$ cat src/rtl/dsp_pkg.sv
// Shared definitions for the DSP48A1 MAC sequencer: FSM states, term tags
// and the OPMODE words that drive the slice's X/Z multiplexers.
package dsp_pkg;

    // OPMODE words (Z in bits 3:2, X in bits 1:0; bits 7:4 always zero).
    localparam logic [7:0] OPM_MUL   = 8'h01;  // X=M, Z=0
    localparam logic [7:0] OPM_MAC   = 8'h09;  // X=M, Z=P
    localparam logic [7:0] OPM_HOLD  = 8'h08;  // X=0, Z=P (P holds)
    localparam logic [7:0] OPM_RESET = 8'h00;  // shown while the slice is cleared

    typedef enum logic [1:0] {
        ST_IDLE  = 2'd0,
        ST_ISSUE = 2'd1,
        ST_DRAIN = 2'd2,
        ST_DONE  = 2'd3
    } state_t;

    typedef enum logic [1:0] {
        TAG_HOLD  = 2'd0,
        TAG_FIRST = 2'd1,
        TAG_ACC   = 2'd2
    } tag_t;

    // Map a term tag onto the OPMODE word the slice needs for it.
    function automatic logic [7:0] tag_to_opmode(input tag_t tag);
        logic [7:0] opm;
        case (tag)
            TAG_FIRST: opm = OPM_MUL;
            TAG_ACC:   opm = OPM_MAC;
            default:   opm = OPM_HOLD;
        endcase
        return opm;
    endfunction

endpackage

$ cat src/rtl/dsp_tag_delay.sv
// Shift register that delays the term tag so its OPMODE reaches the slice
// in step with the operands passing through the A1/B1 register stage.
module dsp_tag_delay
    import dsp_pkg::*;
#(
    parameter int DEPTH = 1
) (
    input  logic clk,
    input  logic srst,
    input  tag_t tag_in,
    output tag_t tag_out
);

    logic [DEPTH-1:0][1:0] stage_q;
    logic [DEPTH-1:0][1:0] stage_d;

    // Next value of every stage: new tag enters stage 0, the rest shift up.
    always_comb begin
        stage_d[0] = tag_in;
        for (int i = 1; i < DEPTH; i++) begin
            stage_d[i] = stage_q[i-1];
        end
    end

    // Stage registers; after reset every stage reads as HOLD.
    always_ff @(posedge clk) begin
        if (srst) begin
            for (int i = 0; i < DEPTH; i++) begin
                stage_q[i] <= TAG_HOLD;
            end
        end else begin
            stage_q <= stage_d;
        end
    end

    assign tag_out = tag_t'(stage_q[DEPTH-1]);

endmodule

$ cat src/rtl/dsp_mac_sequencer.sv
// Drives one DSP48A1 slice as an unsigned 18x18 dot-product engine: takes
// LEN operand pairs over valid/ready, issues them with the matching OPMODE,
// waits out the slice pipeline and returns P with a one-cycle valid pulse.
module dsp_mac_sequencer
    import dsp_pkg::*;
#(
    parameter int CNT_W    = 16,
    parameter int OPM_DLY  = 1,
    parameter int PIPE_LAT = 3
) (
    input  logic             CLK,
    input  logic             RST,
    input  logic             START,
    input  logic [CNT_W-1:0] LEN,
    input  logic             IN_VALID,
    output logic             IN_READY,
    input  logic [17:0]      IN_A,
    input  logic [17:0]      IN_B,
    output logic [17:0]      DSP_A,
    output logic [17:0]      DSP_B,
    output logic [7:0]       DSP_OPMODE,
    output logic             DSP_CE,
    output logic             DSP_RST,
    input  logic [47:0]      DSP_P,
    output logic             BUSY,
    output logic [47:0]      RESULT,
    output logic             RESULT_VALID
);

    localparam int LAT_W = $clog2(PIPE_LAT + 1);

    state_t             state_q,  state_d;
    logic [CNT_W-1:0]   remain_q, remain_d;
    logic               first_q,  first_d;
    logic [LAT_W-1:0]   drain_q,  drain_d;
    logic [17:0]        a_q,      a_d;
    logic [17:0]        b_q,      b_d;
    tag_t               tag_q,    tag_d;
    logic [47:0]        result_q, result_d;
    logic               dsp_rst_q, dsp_rst_d;
    tag_t               tag_dly;
    logic               handshake;

    assign handshake = (state_q == ST_ISSUE) && IN_VALID;

    // Next-state logic: job control, operand capture, tagging and readback.
    always_comb begin
        state_d   = state_q;
        remain_d  = remain_q;
        first_d   = first_q;
        drain_d   = drain_q;
        a_d       = a_q;
        b_d       = b_q;
        tag_d     = TAG_HOLD;
        result_d  = result_q;
        dsp_rst_d = 1'b0;
        case (state_q)
            ST_IDLE: begin
                if (START) begin
                    if (LEN == '0) begin
                        result_d = '0;
                        state_d  = ST_DONE;
                    end else begin
                        remain_d  = LEN;
                        first_d   = 1'b1;
                        dsp_rst_d = 1'b1;
                        state_d   = ST_ISSUE;
                    end
                end
            end
            ST_ISSUE: begin
                if (handshake) begin
                    a_d      = IN_A;
                    b_d      = IN_B;
                    tag_d    = first_q ? TAG_FIRST : TAG_ACC;
                    first_d  = 1'b0;
                    remain_d = remain_q - CNT_W'(1);
                    if (remain_q == CNT_W'(1)) begin
                        drain_d = LAT_W'(PIPE_LAT);
                        state_d = ST_DRAIN;
                    end
                end
            end
            ST_DRAIN: begin
                // Wait until the last term has left the P register.
                if (drain_q == '0) begin
                    result_d = DSP_P;
                    state_d  = ST_DONE;
                end else begin
                    drain_d = drain_q - LAT_W'(1);
                end
            end
            default: begin
                state_d = ST_IDLE;
            end
        endcase
    end

    // State registers; reset also holds the slice in reset one cycle longer.
    always_ff @(posedge CLK) begin
        if (RST) begin
            state_q   <= ST_IDLE;
            remain_q  <= '0;
            first_q   <= 1'b0;
            drain_q   <= '0;
            a_q       <= '0;
            b_q       <= '0;
            tag_q     <= TAG_HOLD;
            result_q  <= '0;
            dsp_rst_q <= 1'b1;
        end else begin
            state_q   <= state_d;
            remain_q  <= remain_d;
            first_q   <= first_d;
            drain_q   <= drain_d;
            a_q       <= a_d;
            b_q       <= b_d;
            tag_q     <= tag_d;
            result_q  <= result_d;
            dsp_rst_q <= dsp_rst_d;
        end
    end

    dsp_tag_delay #(
        .DEPTH (OPM_DLY)
    ) u_tag_delay (
        .clk     (CLK),
        .srst    (RST),
        .tag_in  (tag_q),
        .tag_out (tag_dly)
    );

    assign IN_READY     = (state_q == ST_ISSUE);
    assign BUSY         = (state_q == ST_ISSUE) || (state_q == ST_DRAIN);
    assign RESULT_VALID = (state_q == ST_DONE);
    assign RESULT       = result_q;
    assign DSP_A        = a_q;
    assign DSP_B        = b_q;
    assign DSP_CE       = 1'b1;
    assign DSP_RST      = RST || dsp_rst_q;
    assign DSP_OPMODE   = dsp_rst_q ? OPM_RESET : tag_to_opmode(tag_dly);

endmodule
$ cat config.mk
export PLATFORM = sky130hd
export DESIGN_NAME = dsp_mac_sequencer
export DESIGN_NICKNAME = d
export VERILOG_FILES = /design/src/rtl/dsp_pkg.sv /design/src/rtl/dsp_tag_delay.sv /design/src/rtl/dsp_mac_sequencer.sv
export SDC_FILE = /design/constraint.sdc
export NUM_CORES = 1
export LEC_CHECK = 0
export ABC_AREA = 1
export CELL_PAD_IN_SITES_DETAIL_PLACEMENT = 0
export CELL_PAD_IN_SITES_GLOBAL_PLACEMENT = 1
export CORE_MARGIN = 2
export CORE_UTILIZATION = 30
export CTS_BUF_LIST = sky130_fd_sc_hd__clkbuf_2 sky130_fd_sc_hd__clkbuf_4 sky130_fd_sc_hd__clkbuf_8
export DETAILED_ROUTE_END_ITERATION = 7
export GPL_TIMING_DRIVEN = 0
export PLACE_DENSITY_LB_ADDON = 0.12
export SLEW_MARGIN = 10
export SYNTH_ARGS = -nofsm -noshare
export SYNTH_HDL_FRONTEND = slang
export SYNTH_SLANG_ARGS = --single-unit
$ cat constraint.sdc
create_clock -name CLK -period 5.13 [get_ports CLK]
set_input_delay 0.513 -clock CLK [delete_from_list [all_inputs] [get_ports CLK]]
set_output_delay 0.513 -clock CLK [all_outputs]
set_load 0.01 [all_outputs]
== Word level (Yosys, flattened, before mapping) ==
Cells that the tools add are included.
Cells by class
  add/sub/neg operators: 2
  $mul: 0
  div/mod/pow operators: 0
  magnitude comparators: 0
  equality and inequality tests: 13
  shift operators: 0
  multiplexer cells: 28
  bitwise logic cells: 2
  reduce and logical (&&, ||, !) cells: 15
Operators by type and width (count)
  48-bit two-way mux: 3
  48-bit one-hot mux with 2 select lines: 1
  16-bit two-way mux: 3
  16-bit one-hot mux with 2 select lines: 1
  2-bit two-way mux: 9
  16-bit by 1-bit == test with 1-bit output, second input constant: 1
  16-bit zero test: 1
  4-bit AND reduction: 4
  16-bit by 1-bit subtractor with 16-bit output, second input constant: 1
  2-bit != test, second input constant: 5
  8-bit two-way mux: 1
  4-bit one-hot mux with 2 select lines: 1
  2-bit == test, second input constant: 3
  1-bit two-way mux: 6
  2-bit one-hot mux with 3 select lines: 1
  2-bit nonzero test: 3
  2-bit by 1-bit == test with 1-bit output, second input constant: 2
  2-bit zero test: 2
  2-bit by 1-bit != test with 1-bit output, second input constant: 2
  2-bit one-hot mux with 2 select lines: 1
  3-bit OR reduction: 1
  1-bit logical OR: 2
  1-bit NOT: 2
  1-bit one-hot mux with 2 select lines: 1
  3 further kinds: 3
Word-level totals
  bits in registers: 110
  bits in latches: 0
  RAM bits: 0
  memory bits (read-only): 0
  bits of input ports: 104
  logic and storage cells: 70
  memories: 0

== Logic depth before layout (Yosys ltp) ==
Gate-level depths: netlist (run 1).
  depth after elaboration: 4
  gate-level depth with buffers: 12
  gate-level depth less buffers: 10

== Cells and area by module ==
Synthesis (run 1) repeated with hierarchy kept, for this count alone.
Unflattened totals
  cell total of the unflattened synthesis: 678
  area total of the unflattened synthesis: 5021.1 um^2
By module, submodules not included
  dsp_mac_sequencer: instances 1, cells each 672, area each 4966.0 um^2
  dsp_tag_delay: instances 1, cells each 6, area each 55.1 um^2

== Least setup slack after synthesis (run 1) ==
Ideal clock, no wire load.
  kind: reg-to-reg
  from: register state_q[1]
  to: register remain_q[9]
  arrival: 1.532 ns
  data required time: 5.014 ns
  setup slack: 3.482 ns
  stages on the path, launching flop included: 12
  clock period less this slack: 1.648 ns
  cell sequence: dfxtp_1 inv_1 ha_1 buf_4 inv_1 o22ai_1 inv_1 nand3_1 buf_6 buf_6 a21oi_1 nor2_1
On the way
  word-level cells in the longest chain between the ends: 4
  elaborated cells on any way between the ends: 9
RTL lines
  start, declared: RTL line dsp_mac_sequencer.sv:32  | state_t state_q, state_d;
  start signal, assigned: RTL line dsp_mac_sequencer.sv:112  | state_q <= state_d;
  2-bit by 1-bit == test with 1-bit output (*)
  via IN_READY: RTL line dsp_mac_sequencer.sv:16  | output logic IN_READY,
  1-bit logical AND: RTL line dsp_mac_sequencer.sv:44  | assign handshake = (state_q == ST_ISSUE) && IN_VALID;
  2-bit by 1-bit != test with 1-bit output (no line)
  4-bit AND reduction (no line)
  end signal, assigned: RTL line dsp_mac_sequencer.sv:113  | remain_q <= remain_d;
  end, declared: RTL line dsp_mac_sequencer.sv:33  | logic [CNT_W-1:0] remain_q, remain_d;
The timed path passes the listed nets; every way through them passes the cells marked *.
A chain may end at the register's enable or synchronous reset.

== Worst setup path after layout (run 1) ==
  from: register state_q[1]
  to: output BUSY
On the way
  word-level cells in the longest chain between the ends: 2
  elaborated cells on any way between the ends: 3
RTL lines
  2-bit by 1-bit == test with 1-bit output / 2-bit == test (equally long branches): RTL line dsp_mac_sequencer.sv:134  | assign BUSY = (state_q == ST_ISSUE) || (state_q == ST_DRAIN);
  1-bit logical OR (*): RTL line dsp_mac_sequencer.sv:134
  end, declared: RTL line dsp_mac_sequencer.sv:25  | output logic BUSY,
Mark *: on every way between the ends. The rest lies on a longest branch, timed or not.

==> summary.txt, run 1 <==
Outcome
  – Run status: finished, final reports clean

GRT
  – Final global-route overflow total: 0
  – Pin count of the biggest net entering global routing: 19
  – Antenna violations before repair: 0
  – Global-route wire length before repair: 25300 µm
  – Vias in the first global route: 4945
  – Global Route Usage Sum: 17.6%

Synth
  – Main combinational cell family by area after synthesis: simple AND/OR/NAND/NOR gates
  – Complex-gate fraction of the synthesized area: 14.1%
  – Yosys warning count: 0
  – Post-synthesis instance total: 675
  – Post-synthesis average cell area: 7.43 µm²
  – Share of Yosys cell area claimed by the top area cell type: 43.9%
  – Dominant synthesized flop cell: sky130_fd_sc_hd__dfxtp_1
  – Mapped cell area: 5010 µm²
  – Multiplexer area fraction after synthesis: 0%
  – Fraction of the yosys area taken by sequential cells: 43.9%
  – Ranking of synthesized cells by area: sky130_fd_sc_hd__dfxtp_1 (44%), sky130_fd_sc_hd__nor2_1 (9.7%), sky130_fd_sc_hd__nand2_1 (9.4%)
  – Number of synthesized flops with an enable pin: 0
  – Area share of xor/xnor cells in the synthesized design: 0.349%
  – Synthesized-area fraction occupied by and/or/nand/nor cells: 30.8%
  – Cell type contributing the most total cell area after synthesis: sky130_fd_sc_hd__dfxtp_1
  – Synthesized-area fraction occupied by adder cells: 2.00%
  – Synth cell types: 33
  – Share of flip-flops with an asynchronous set or reset after synthesis: 0%
  – Post-synthesis sequential element count: 110

Placed design
  – Routability-driven placement congestion ratio: 0.894
  – Worst-case setup slack after placement: 2.69 ns
  – HPWL after detailed placement: 11900 µm
  – Buffers added on ports: 192

Clock network
  – Clock tree from TritonCTS: yes
  – Post-CTS Setup Inserts: 0
  – Clock latency reported for the late side of the worst-skew pair: 0.38 ns
  – Clk pin slew, worst setup/hold paths: 0.10 ns
  – CTS root buf: sky130_fd_sc_hd__clkbuf_8
  – Number of hold buffers added after CTS: 0
  – Maximum root-to-sink buffer count: 2
  – Inserted Clock Buffers: 9
  – Depth of the CTS H-tree: 3
  – Count of cells resized by post-cts repair: 0
  – Clock sink count: 110

Power and ir drop
  – Cell internal pwr: 0.00187 W
  – Fraction of power spent switching nets: 42.2%
  – Maximum VDD drop: 0.158 mV
  – Total leakage power: 2.74 nW
  – Sequential fraction of design power: 35.1%
  – Clock power share: 15.5%
  – Power per cell area: 437 nW/µm²
  – Total net switching power: 0.00137 W
  – Share of power burned in combinational logic: 49.4%

STA
  – Final slew viol count: 0
  – Worst setup slack after layout: 2.92 ns
  – Shortest period the worst path allows: 2.21 ns
  – Max_slew headroom: 50.9%
  – Setup repair after global routing missed its margin: false
  – Peak clock frequency supported by timing: 0.452 GHz
  – Post-route clock period utilization: 43.1%
  – Number of failing hold endpoints at the final stage: 0
  – Total negative setup slack: 0 ns
  – Worst clock skew: 0.00872 ns
  – Worst Max-Slew Pin Slew: 0.736 ns
  – Number of endpoints failing setup at the final stage: 0

Worst hold path
  – Type of the tightest min-delay check: flip-flop to flip-flop
  – Worst hold start: tag_q[1]

Worst setup path
  – Worst-path cell with the longest stage delay: sky130_fd_sc_hd__clkdlybuf4s50_1
  – FF-to-FF setup slack: 3.23 ns
  – Source of the critical timing path: state_q[1]
  – Worst setup path category: flip-flop to output port
  – Critical path fanouts, max: 4
  – Startpoint of the worst register-to-register path: state_q[1]
  – Max incr delay on CP: 0.53 ns
  – Ordered cell list for the critical path: inv_1 -> ha_1 -> clkdlybuf4s50_1
  – Kind of end point of the critical path: output port
  – Crit path required time: 4.62 ns
  – Data arrival time of the worst path: 1.70 ns
  – Category of the worst setup path launch point: flip-flop

Finish
  – Area grow syn2layout: 47.8%
  – Fillers: 1685
  – Leading cell types in the layout, fill and taps excluded: sky130_fd_sc_hd__clkdlybuf4s50_1 (192), sky130_fd_sc_hd__nor2_1 (130), sky130_fd_sc_hd__nand2_1 (125), sky130_fd_sc_hd__dfxtp_1 (110), sky130_fd_sc_hd__o21ai_0 (50)
  – Fraction of layout cells with a size suffix above 1: 11.1%
  – Leading cell type in the layout, fill and taps excluded: sky130_fd_sc_hd__clkdlybuf4s50_1
  – Register Area: 2200 µm²
  – Net count reported at finish: 995
  – Diode insertion count for antenna repair: 0
  – Area occupied by multi-input gates: 2390 µm²

Route
  – Via density: 4.57
  – Post-route DRC: 0
  – Starting DRT DRC Count: 254
  – Drt first pass iters: 5
  – Routed wire length: 15700 µm
  – Vias post-DR: 5061
  – Average routed wire per standard cell: 14.1 µm
  – Antenna violation net count after detailed routing: 0

Run
  – Maximum capacitance violations: 0

Floorplanning
  – Die Span Y: 133 µm
  – Width of the die: 133 µm
  – Area of the placeable core: 16500 µm²
  – Site row count: 47
  – Die footprint: 17800 µm²
  – Starting density of the core: 30.4%
  – I/O Pins: 201
-- registers in the layout (all words and copies together) (netlist names) --
name and count:
remain_q 16, dsp_rst_q 1, state_q 2, drain_q 2, tag_q 2, u_tag_delay.tag_out 2, DSP_A 18, RESULT 48
first_q 1, DSP_B 18
-- cells in the mapped netlist (2+ instances only) --
library cell,n
sky130_fd_sc_hd__nor2_1,130
sky130_fd_sc_hd__nand2_1,125
sky130_fd_sc_hd__dfxtp_1,110
sky130_fd_sc_hd__o21ai_0,50
sky130_fd_sc_hd__a21oi_1,46
sky130_fd_sc_hd__nand3_1,45
sky130_fd_sc_hd__inv_1,33
sky130_fd_sc_hd__a21oi_2,20
sky130_fd_sc_hd__nand3_2,20
sky130_fd_sc_hd__clkbuf_1,16
sky130_fd_sc_hd__buf_4,12
sky130_fd_sc_hd__buf_2,9
sky130_fd_sc_hd__ha_1,8
sky130_fd_sc_hd__nand4_1,6
sky130_fd_sc_hd__or2_2,6
sky130_fd_sc_hd__buf_1,5
sky130_fd_sc_hd__buf_6,4
sky130_fd_sc_hd__nor2_2,4
sky130_fd_sc_hd__o21ai_1,4
sky130_fd_sc_hd__nor3_1,3
sky130_fd_sc_hd__nor3b_1,3
sky130_fd_sc_hd__buf_12,2
sky130_fd_sc_hd__conb_1,2
sky130_fd_sc_hd__nand2_2,2
sky130_fd_sc_hd__xor2_1,2
-- cells by family after synthesis --
logic type	count (synthesis)
AO/OA/AOI/OAI	124
adder cells (fa/ha/maj)	8
other	2
AND/OR/NAND/NOR	345
buffers and inverters	84
flip-flops	110
XOR/XNOR	2
-- metrics by stage --
stage          total power (W)  area, µm²  std cells  hold slack [ns]  utilization [%]
3_3_place_gp           0.00273       7230       1092            0.397             43.9
6_report               0.00324       7410       1108            0.411             45.0
3_5_place_dp           0.00276       7230       1092            0.404             43.9
2_1_floorplan          0.00217       5030        680            0.388                -
5_1_grt                0.00352       7410       1108            0.437             45.0
4_1_cts                0.00328       7410       1108            0.416             45.0
-- layer usage --
metal	global-route usage, %	vias to the layer above	part of all wire (%)	routed length [µm]
li1	-	2578	-	-
met1	22.4	2294	44	6950
met2	29.2	175	46	7190
met3	5.25	14	8.7	1360
met4	4.85	0	1.1	167
met5	0	-	0	0
-- worst max-delay path: cells and delay by family, from the launching register on --
kind                     cells  cell delay, ns
buffers and inverters        2            0.62
flip-flops                   1            0.40
adder cells (fa/ha/maj)      1            0.31
-- cell type report --
cell class	instances	area share, %
multi-input combinational	486	32.3
sequential	110	29.7
timing repair buffer	192	25.9
buffer	49	4.10
tap	220	3.71
clock buffer	10	1.86
inverter	35	1.79
clock inverter	6	0.608
-- path summary, 6_finish.rpt --
path	end	cells past startpoint
min	u_tag_delay.tag_out[1]	2
max	BUSY	3
min reg2reg	u_tag_delay.tag_out[1]	2
max reg2reg	remain_q[12]	11
-- power by group through the flow --
| stage | clock, W | sequential, W | combinational, W |
|---|---|---|---|
| 3_3_place_gp | 0 | 0.00115 | 0.00158 |
| 3_5_place_dp | 0 | 0.00116 | 0.00161 |
| 4_1_cts | 0.000531 | 0.00114 | 0.00161 |
| 5_1_grt | 0.000570 | 0.00116 | 0.00179 |
| 6_report | 0.000502 | 0.00114 | 0.00160 |
| 2_1_floorplan | 0 | 0.00117 | 0.00100 |
No activity file was read; power rests on OpenSTA's default activity.
==> inputs of run 2 (changes only) <==
--- a/config.mk
+++ b/config.mk
@@ -9,7 +9,7 @@
 export CELL_PAD_IN_SITES_DETAIL_PLACEMENT = 0
 export CELL_PAD_IN_SITES_GLOBAL_PLACEMENT = 1
 export CORE_MARGIN = 2
-export CORE_UTILIZATION = 30
+export CORE_UTILIZATION = 28
 export CTS_BUF_LIST = sky130_fd_sc_hd__clkbuf_2 sky130_fd_sc_hd__clkbuf_4 sky130_fd_sc_hd__clkbuf_8
 export DETAILED_ROUTE_END_ITERATION = 7
 export GPL_TIMING_DRIVEN = 0
==> constraint.sdc (replaced) <==
create_clock -name CLK -period 2 [get_ports CLK]
set_input_delay 0.2 -clock CLK [delete_from_list [all_inputs] [get_ports CLK]]
set_output_delay 0.2 -clock CLK [all_outputs]
set_load 0.01 [all_outputs]
==> run 2 against run 1 <==
Cell count grew 0.45%. Wire length grew 2.2%. Count of clock-buffer cells in the layout is 1 lower. Register-to-register slack worse by 3.0 ns. Sequential power rose to 2.6 times the previous value. Worst setup slack worse by 2.8 ns. Clock power increased to 3.0 times the previous value. Critical endpoint unchanged. Largest cell class unchanged. Highest routed layer unchanged.
==> summary.txt, run 2 (same netlist as run 1, synthesis figures left out) <==
Outcome
  – Run status: finished, final reports clean

Worst setup path
  – FF-to-FF setup slack: 0.21 ns (-3.02 ns)
  – Startpoint of the worst register-to-register path: state_q[1]
  – Critical register-to-register path endpoint: remain_q[8]
  – Crit path required time: 1.80 ns (-2.82 ns)
  – Kind of end point of the critical path: output port
  – Category of the worst setup path launch point: flip-flop
  – Worst setup path category: flip-flop to output port
  – Depth of the worst register-to-register path: 11 (unchanged)
  – Critical path fanouts, max: 4 (unchanged)
  – Data arrival time of the worst path: 1.70 ns (about the same)

Power and ir drop
  – Power Total: 0.00859 W (+170%)
  – Maximum VDD drop: 0.460 mV (+190%)
  – Total leakage power: 2.77 nW (+1.2%)
  – Power per cell area: 1150 nW/µm² (+160%)

Route
  – Post-route DRC: 0 (unchanged)
  – Vias post-DR: 5014 (-0.93%)
  – Average routed wire per standard cell: 14.4 µm (+1.8%)
  – Drt first pass iters: 4 (-1)
  – Via density: 4.50 (-1.4%)
  – Routed wire length: 16000 µm (+2.2%)
  – Starting DRT DRC Count: 235 (-7.5%)
  – Antenna violation net count after detailed routing: 0 (unchanged)

Finish
  – Diode insertion count for antenna repair: 0 (unchanged)
  – Area grow syn2layout: 49.1%
  – Core utilization of the finished layout: 42.9% (-2.1 points)
  – Max reg flops: 48 (unchanged)
  – Fraction of layout cells with a size suffix above 1: 11.5% (+0.34 points)
  – Net count reported at finish: 995 (unchanged)
  – Fillers: 1775 (+5.3%)
  – Leading cell types in the layout, fill and taps excluded: sky130_fd_sc_hd__clkdlybuf4s50_1 (192), sky130_fd_sc_hd__nor2_1 (130), sky130_fd_sc_hd__nand2_1 (125), sky130_fd_sc_hd__dfxtp_1 (108), sky130_fd_sc_hd__o21ai_0 (48)
  – Leading cell type in the layout, fill and taps excluded: sky130_fd_sc_hd__clkdlybuf4s50_1
  – Count of placed standard cells in the final layout, fillers left out: 1113 (+0.45%)

STA
  – Fin Hold WS: 0.167 ns (-0.243 ns)
  – Setup repair after global routing missed its margin: false
  – Number of endpoints failing setup at the final stage: 0 (unchanged)
  – Number of failing hold endpoints at the final stage: 0 (unchanged)
  – Max_slew headroom: 53.5% (+2.5 points)
  – Final slew viol count: 0 (unchanged)
  – Peak clock frequency supported by timing: 0.528 GHz
  – Post-route clock period utilization: 94.8%
  – Total negative setup slack: 0 ns (unchanged)
  – Worst clock skew: 0.0103 ns (+0.00155 ns)
  – Shortest period the worst path allows: 1.90 ns
  – Worst Max-Slew Pin Slew: 0.698 ns (-0.0379 ns)

Clock network
  – Clk pin slew, worst setup/hold paths: 0.12 ns (+0.02 ns)
  – Clock tree from TritonCTS: yes
  – Number of hold buffers added after CTS: 0 (unchanged)
  – CTS root buf: sky130_fd_sc_hd__clkbuf_8
  – Clock sink count: 110 (unchanged)
  – Inserted Clock Buffers: 9 (unchanged)
  – Depth of the CTS H-tree: 3 (unchanged)
  – Clock latency reported for the late side of the worst-skew pair: 0.39 ns (about the same)
  – Maximum root-to-sink buffer count: 2 (unchanged)

GRT
  – Global-route wire length before repair: 25100 µm (-0.71%)
  – Vias in the first global route: 5031 (+1.7%)
  – Global Route Usage Sum: 16.9% (-0.74 points)
  – Final global-route overflow total: 0 (unchanged)
  – Antenna violations before repair: 0 (unchanged)
  – Pin count of the biggest net entering global routing: 22 (+3)

Placed design
  – Routability-driven placement congestion ratio: 0.892 (-0.13%)
  – Buffers added on ports: 192 (unchanged)
  – Number of cells after detailed placement: 1097 (+0.46%)
  – HPWL after detailed placement: 12100 µm (+1.7%)

Run
  – Maximum capacitance violations: 0 (unchanged)

Floorplanning
  – Die footprint: 19000 µm² (+6.9%)
  – Width of the die: 138 µm (+3.4%)
  – Area of the placeable core: 17400 µm² (+5.8%)
  – Starting density of the core: 28.8% (-1.7 points)
  – Site row count: 48 (+2.1%)
  – Die Span Y: 138 µm (+3.4%)
  – I/O Pins: 201 (unchanged)

Worst hold path
  – Worst-case hold path end point: tag_q[1]
  – WHS Path Cells: 2 (unchanged)
  – Type of the tightest min-delay check: input port to flip-flop
  – Worst hold start: RST
[run 2: worst max-delay path by stage]
stage | from | endpoint
floorplan | state_q[1] | remain_q[9]
global placement | LEN[15] | remain_q[6]
detailed placement | LEN[1] | remain_q[6]
CTS | state_q[0] | BUSY
global route | state_q[1] | remain_q[12]
finish | state_q[0] | BUSY
[run 2: area by class of cell]
type                    instances  area (µm²)  share of cell area (%)
multi-input cells             486        2390                    32.0
flip-flops and latches        110        2200                    29.5
repair buffers                192        1920                    25.7
plain buffers                  49         318                    4.25
well taps                     225         282                    3.77
inverters                      35         133                    1.77
clock buffers                   9         124                    1.66
clock inverters                 7        97.6                    1.31
[run 2: what timing repair did]
action | 4_1_cts | 5_1_grt
endpoints found under the hold margin | 0 | 0
buffers inserted | 0 | 0
setup endpoints to repair | 0 | 44
resized for setup | 0 | 11
[run 2: worst max-delay path, stage by stage (launching register included)]
cell and delay, ns:
sky130_fd_sc_hd__dfxtp_2 0.37, sky130_fd_sc_hd__inv_1 0.07, sky130_fd_sc_hd__ha_1 0.31, sky130_fd_sc_hd__clkdlybuf4s50_1 0.57
[run 2: power by group]
group	internal, W	switching (W)
Combinational	0.00174	0.00243
Sequential	0.00261	0.000319
Clock	0.000623	0.000873
[run 2: routing by layer]
layer  global-route usage [%]  vias up  share of wire, %
li1                         -     2583                 -
met1                     21.0     2226                44
met3                     6.70       28               9.9
met5                        0        -                 0
met4                     6.12        0               2.2
met2                     26.5      177                44
[run 2: per-stage QoR]
stage | cell area (µm²) | worst slack (ns)
after CTS | 7460 | 0.0226
after detailed placement | 7240 | -0.127
after global placement | 7240 | -0.0909
after floorplan | 5030 | 0.352
final | 7470 | 0.105
after global routing | 7470 | 0.00623
==> patch 1: new RTL, flow settings as in run 1 <==
Encoding of `state_t`: now one-hot (4 bits for 4 states).
--- a/src/rtl/dsp_pkg.sv
+++ b/src/rtl/dsp_pkg.sv
@@ -8,11 +8,11 @@
     localparam logic [7:0] OPM_HOLD  = 8'h08;  // X=0, Z=P (P holds)
     localparam logic [7:0] OPM_RESET = 8'h00;  // shown while the slice is cleared
 
-    typedef enum logic [1:0] {
-        ST_IDLE  = 2'd0,
-        ST_ISSUE = 2'd1,
-        ST_DRAIN = 2'd2,
-        ST_DONE  = 2'd3
+    typedef enum logic [3:0] {
+        ST_IDLE  = 4'b0001,
+        ST_ISSUE = 4'b0010,
+        ST_DRAIN = 4'b0100,
+        ST_DONE  = 4'b1000
     } state_t;
 
     typedef enum logic [1:0] {
Function: no difference found for any inputs over 4 cycles, from zero or initial values and one cycle with RST high; so few cycles prove little.
==> patch 1 against run 1 <==
Setup slack got worse by 0.32 ns; via count down 6.0%; core utilization is 0.70 points higher; synthesized area fell by 4.8%; synthesized cell count shrank 3.4%; cell area is 3.1% lower; first-iteration DRC count shrank 10%; fmax shrank 13%; sequential cell count increased by 2; wire length is 7.8% lower; highest routed layer unchanged.
Power is not compared: it rests on default switching activity, and its combinational part moved more than twofold at a synthesized area within 25%.
==> patch 1: results (changes against run 1) <==
register area share after synthesis - 47.0% (+3.0 points)
initial antenna violation count - 0 (unchanged)
most instantiated cells after synthesis - nand2_1, nor2_1, dfxtp_1
PortBufs - 192 (unchanged)
vias per std cell - 4.40 (-3.7%)
Placement Setup Slack - 2.76 ns (+0.0703 ns)
worst reg2reg path startpoint - remain_q[0]
Worst Setup SP - state_q[1]
Final HPWL DP - 10,900 um (-8.5%)
maximum VDD drop - 0.000122 V
worst slew pin tran - 0.672 ns (-0.0641 ns)
htree depth - 3 (unchanged)
Slowest-stage cell, CP - clkdlybuf4s50_1
outcome - complete, no violations
WL final - 14,400 um (-7.8%)
starting DRC count in detailed routing - 228 (-10%)
Worst Path Arrival - 2.02 ns (+0.32 ns)
Netlist cell types - 33 (unchanged)
FF-to-FF End - remain_q[6]
CP endpoint - IN_READY
Post-synth EDFFs - 0 (unchanged)
cts repair resizes - 0 (unchanged)
Synth area leaders - dfxtp_1, nand2_1, nor2_1, a21oi_1, o21ai_0
Reg2Reg Depth - 11 (unchanged)
YS warnings - 0 (unchanged)
# Post-CTS Setup Buffers - 0 (unchanged)
Clock Path Buffers - 2 (unchanged)
P_leak - 2.77 nW
maximum fanout along the worst path - 10 (+6)
worst hold path stage count - 2 (unchanged)
CTS root buf - clkbuf_8
Placer Congestion - 0.786 (-12%)
Hold Slack - 0.411 ns (+0.000140 ns)
Placed Area - 0.00698 sq mm (-3.4%)
clock latency on the worst-skew pair - 0.39 ns
Crit path max-delay family - buffers and inverters
Hold EP - u_tag_delay.tag_out[1]
largest net degree at the start of global routing - 19 (unchanged)
asr flop ratio synth - 0% (unchanged)
clk slew on worst S/H paths - 0.11 ns
Hold Path Class - flop to flop
Nets - 968 (-2.7%)
HP Start - tag_q[1]
max FFs per register - 48 (unchanged)
CTS Buf Count - 9 (unchanged)
P_sw - 0.514 mW
Fmax - 394 MHz (-13%)
drt first pass iters - 4 (-1)
GR Util All Layers - 16.8% (-0.88 points)
share of layout cells above drive strength 1 - 8.32% (-2.8 points)
Clock Skew - 0.0118 ns (+0.00312 ns)
filler cell count in the final layout - 1,590 (-5.6%)
vias in the first global route - 4,524 (-8.5%)
reg2reg setup slack - 3.45 ns (+0.22 ns)
first-pass GRT wire length - 22,300 um (-12%)
crit-path max cell delay - 0.55 ns (+0.02 ns)
## patch 1: layout make-up
cell class	instances	area, sq um	area share [%]
Timing Repair Buffer	192	1920	26.8
Clock buffer	10	131	1.83
Clock inverter	6	67.6	0.941
Sequential cell	112	2240	31.2
Inverter	36	140	1.95
Tap cell	216	270	3.76
Buffer	41	270	3.76
Multi-Input combinational cell	468	2140	29.8
## patch 1: logic make-up (layout without fill, tap and decap cells)
family / Yosys count / in the layout / share of synthesized area [%]
and+or+nand+nor: 332 / 332 / 29.0
AOI/OAI and AO/OA: 120 / 120 / 13.3
DFF: 112 / 112 / 47.0
buffers and inverters: 77 / 285 / 8.60
xor gates and xnor gates: 5 / 5 / 0.917
adders and majority gates: 4 / 4 / 1.05
other: 2 / 7 / 0.157
## patch 1: power groups by stage
stage / logic (mW) / clock network [mW] / registers [mW]
after floorplan: 0.184 / 0 / 0.946
after global placement: 0.337 / 0 / 0.946
after detailed placement: 0.340 / 0 / 0.947
after CTS: 0.343 / 0.577 / 0.928
after global routing: 0.381 / 0.602 / 0.933
final: 0.339 / 0.548 / 0.928
## patch 1: worst reg2reg max path: stages, from the launching register on
cell	delay [ns]
dfxtp_1	0.36
inv_1	0.09
ha_1	0.19
nand2_1	0.12
nor2_1	0.29
inv_1	0.10
nand2_1	0.07
inv_1	0.03
o21ai_0	0.14
nand2_1	0.06
nor2_1	0.09
nor2_1	0.04
## patch 1: per-layer routing
metal	vias to the layer above	wire, um	GRT usage [%]
li1	2466	-	-
met1	2114	6310	20.6
met2	157	6630	27.6
met3	20	1260	5.90
met4	0	234	5.06
met5	-	0	0
## patch 1: metrics by stage
stage	util, %	instances
3_5_place_dp	44.4	1065
5_1_grt	45.7	1081
6_report	45.7	1081
2_1_floorplan	-	657
3_3_place_gp	44.4	1065
4_1_cts	45.7	1081
==> patch 2: new RTL, settings of run 1 <==
Made on the original files. The parameter `CNT_W` goes from 16 to 14.
--- a/src/rtl/dsp_mac_sequencer.sv
+++ b/src/rtl/dsp_mac_sequencer.sv
@@ -4,7 +4,7 @@
 module dsp_mac_sequencer
     import dsp_pkg::*;
 #(
-    parameter int CNT_W    = 16,
+    parameter int CNT_W    = 14,
     parameter int OPM_DLY  = 1,
     parameter int PIPE_LAT = 3
 ) (
Ports: changed (resized LEN); port bits go from 201 to 199. No check against the original RTL was run, so the function may have changed too.
==> patch 2 against run 1 <==
Setup slack got worse by 0.049 ns; fmax decreased by 2.2%; cell count decreased by 3.2%; total power decreased by 0.58%; wire length decreased by 4.6%; sequential cell count decreased by 2; cell area decreased by 3.4%; sequential power decreased by 4%; synthesized area decreased by 4.6%; die area decreased by 4.4%; core utilization increased by 0.54 points; clock skew increased by 0.010 ns.
==> patch 2: results (changes against run 1) <==
Placer Congestion - 0.817 (-8.5%)
FF-to-FF End - remain_q[4]
Post-Synth Adder-Cell Area - 2.09% (+0.096 points)
worst slew pin tran - 0.714 ns (-0.0221 ns)
crit-path max cell delay - 0.58 ns (+0.05 ns)
Final HPWL DP - 11,200 um (-5.8%)
Vias - 4,880 (-3.6%)
met1 GRT Util - 21.8% (-0.59 points)
ant diodes - 0 (unchanged)
first-pass GRT wire length - 23,400 um (-7.5%)
Nets - 962 (-3.3%)
Synth Area in Compound Gates - 14.1% (+0.046 points)
most instantiated cells after synthesis - nor2_1, nand2_1, dfxtp_1
met3 GRT Util - 5.86% (+0.61 points)
Fmax - 442 MHz (-2.2%)
Placed Area - 0.00698 sq mm (-3.5%)
Synth Area in XOR/XNOR - 0% (-0.35 points)
starting DRC count in detailed routing - 212 (-17%)
vias in the first global route - 4,635 (-6.3%)
Synth area leaders - dfxtp_1, nor2_1, nand2_1, o21ai_0, nand3_1
maximum VDD drop - 0.000172 V (+8.6%)
Netlist cell types - 28 (-15%)
filler cell count in the final layout - 1,611 (-4.4%)
PortBufs - 190 (-1.0%)
Clock Skew - 0.0189 ns (+0.0102 ns)
HP Start - tag_q[0]
met3 routed wirelength - 1260 um (-7.0%)
GRT met2 Usage - 28.8% (-0.36 points)
Worst Path Arrival - 1.75 ns (+0.05 ns)
Placement Setup Slack - 2.74 ns (+0.0453 ns)
register area share after synthesis - 45.2% (+1.3 points)
metal1 wirelength - 6740 um (-3.0%)
Hold EP - u_tag_delay.tag_out[0]
GR Util All Layers - 17.5% (-0.088 points)
P_leak - 2.64 nW (-3.4%)
outcome - complete, no violations
share of layout cells above drive strength 1 - 9.92% (-1.2 points)
Worst Setup SP - state_q[0]
reg2reg setup slack - 3.08 ns (-0.15 ns)
WL final - 14,900 um (-4.6%)
routed wl met2 - 6730 um (-6.3%)
htree depth - 3 (unchanged)
==> patch 2: through the flow <==
step / std cells / power (mW)
after floorplan: 651 / 2.14
after global placement: 1057 / 2.69
after CTS: 1073 / 3.25
final: 1073 / 3.22
after detailed placement: 1057 / 2.72
after global routing: 1073 / 3.49
==> patch 2: cell type report <==
| type | instances | area [sq um] | area share, % |
|---|---|---|---|
| buffer | 47 | 267 | 3.72 |
| clock buffer | 10 | 138 | 1.92 |
| clock inverter | 6 | 45.0 | 0.629 |
| inverter | 34 | 129 | 1.80 |
| multi-input combinational | 462 | 2250 | 31.4 |
| sequential | 108 | 2160 | 30.2 |
| tap | 216 | 270 | 3.78 |
| timing repair buffer | 190 | 1900 | 26.6 |
==> patch 2: report_power, final <==
group / switching [mW] / internal, mW
registers: 0.109 / 0.990
logic: 0.963 / 0.642
clock network: 0.322 / 0.194
==> patch 2: worst min-delay path: cells and delay by family (launching register included) <==
family	cells	cell delay, ns
buf+inv	1	0.05
flops	1	0.32
simple gates	1	0.03
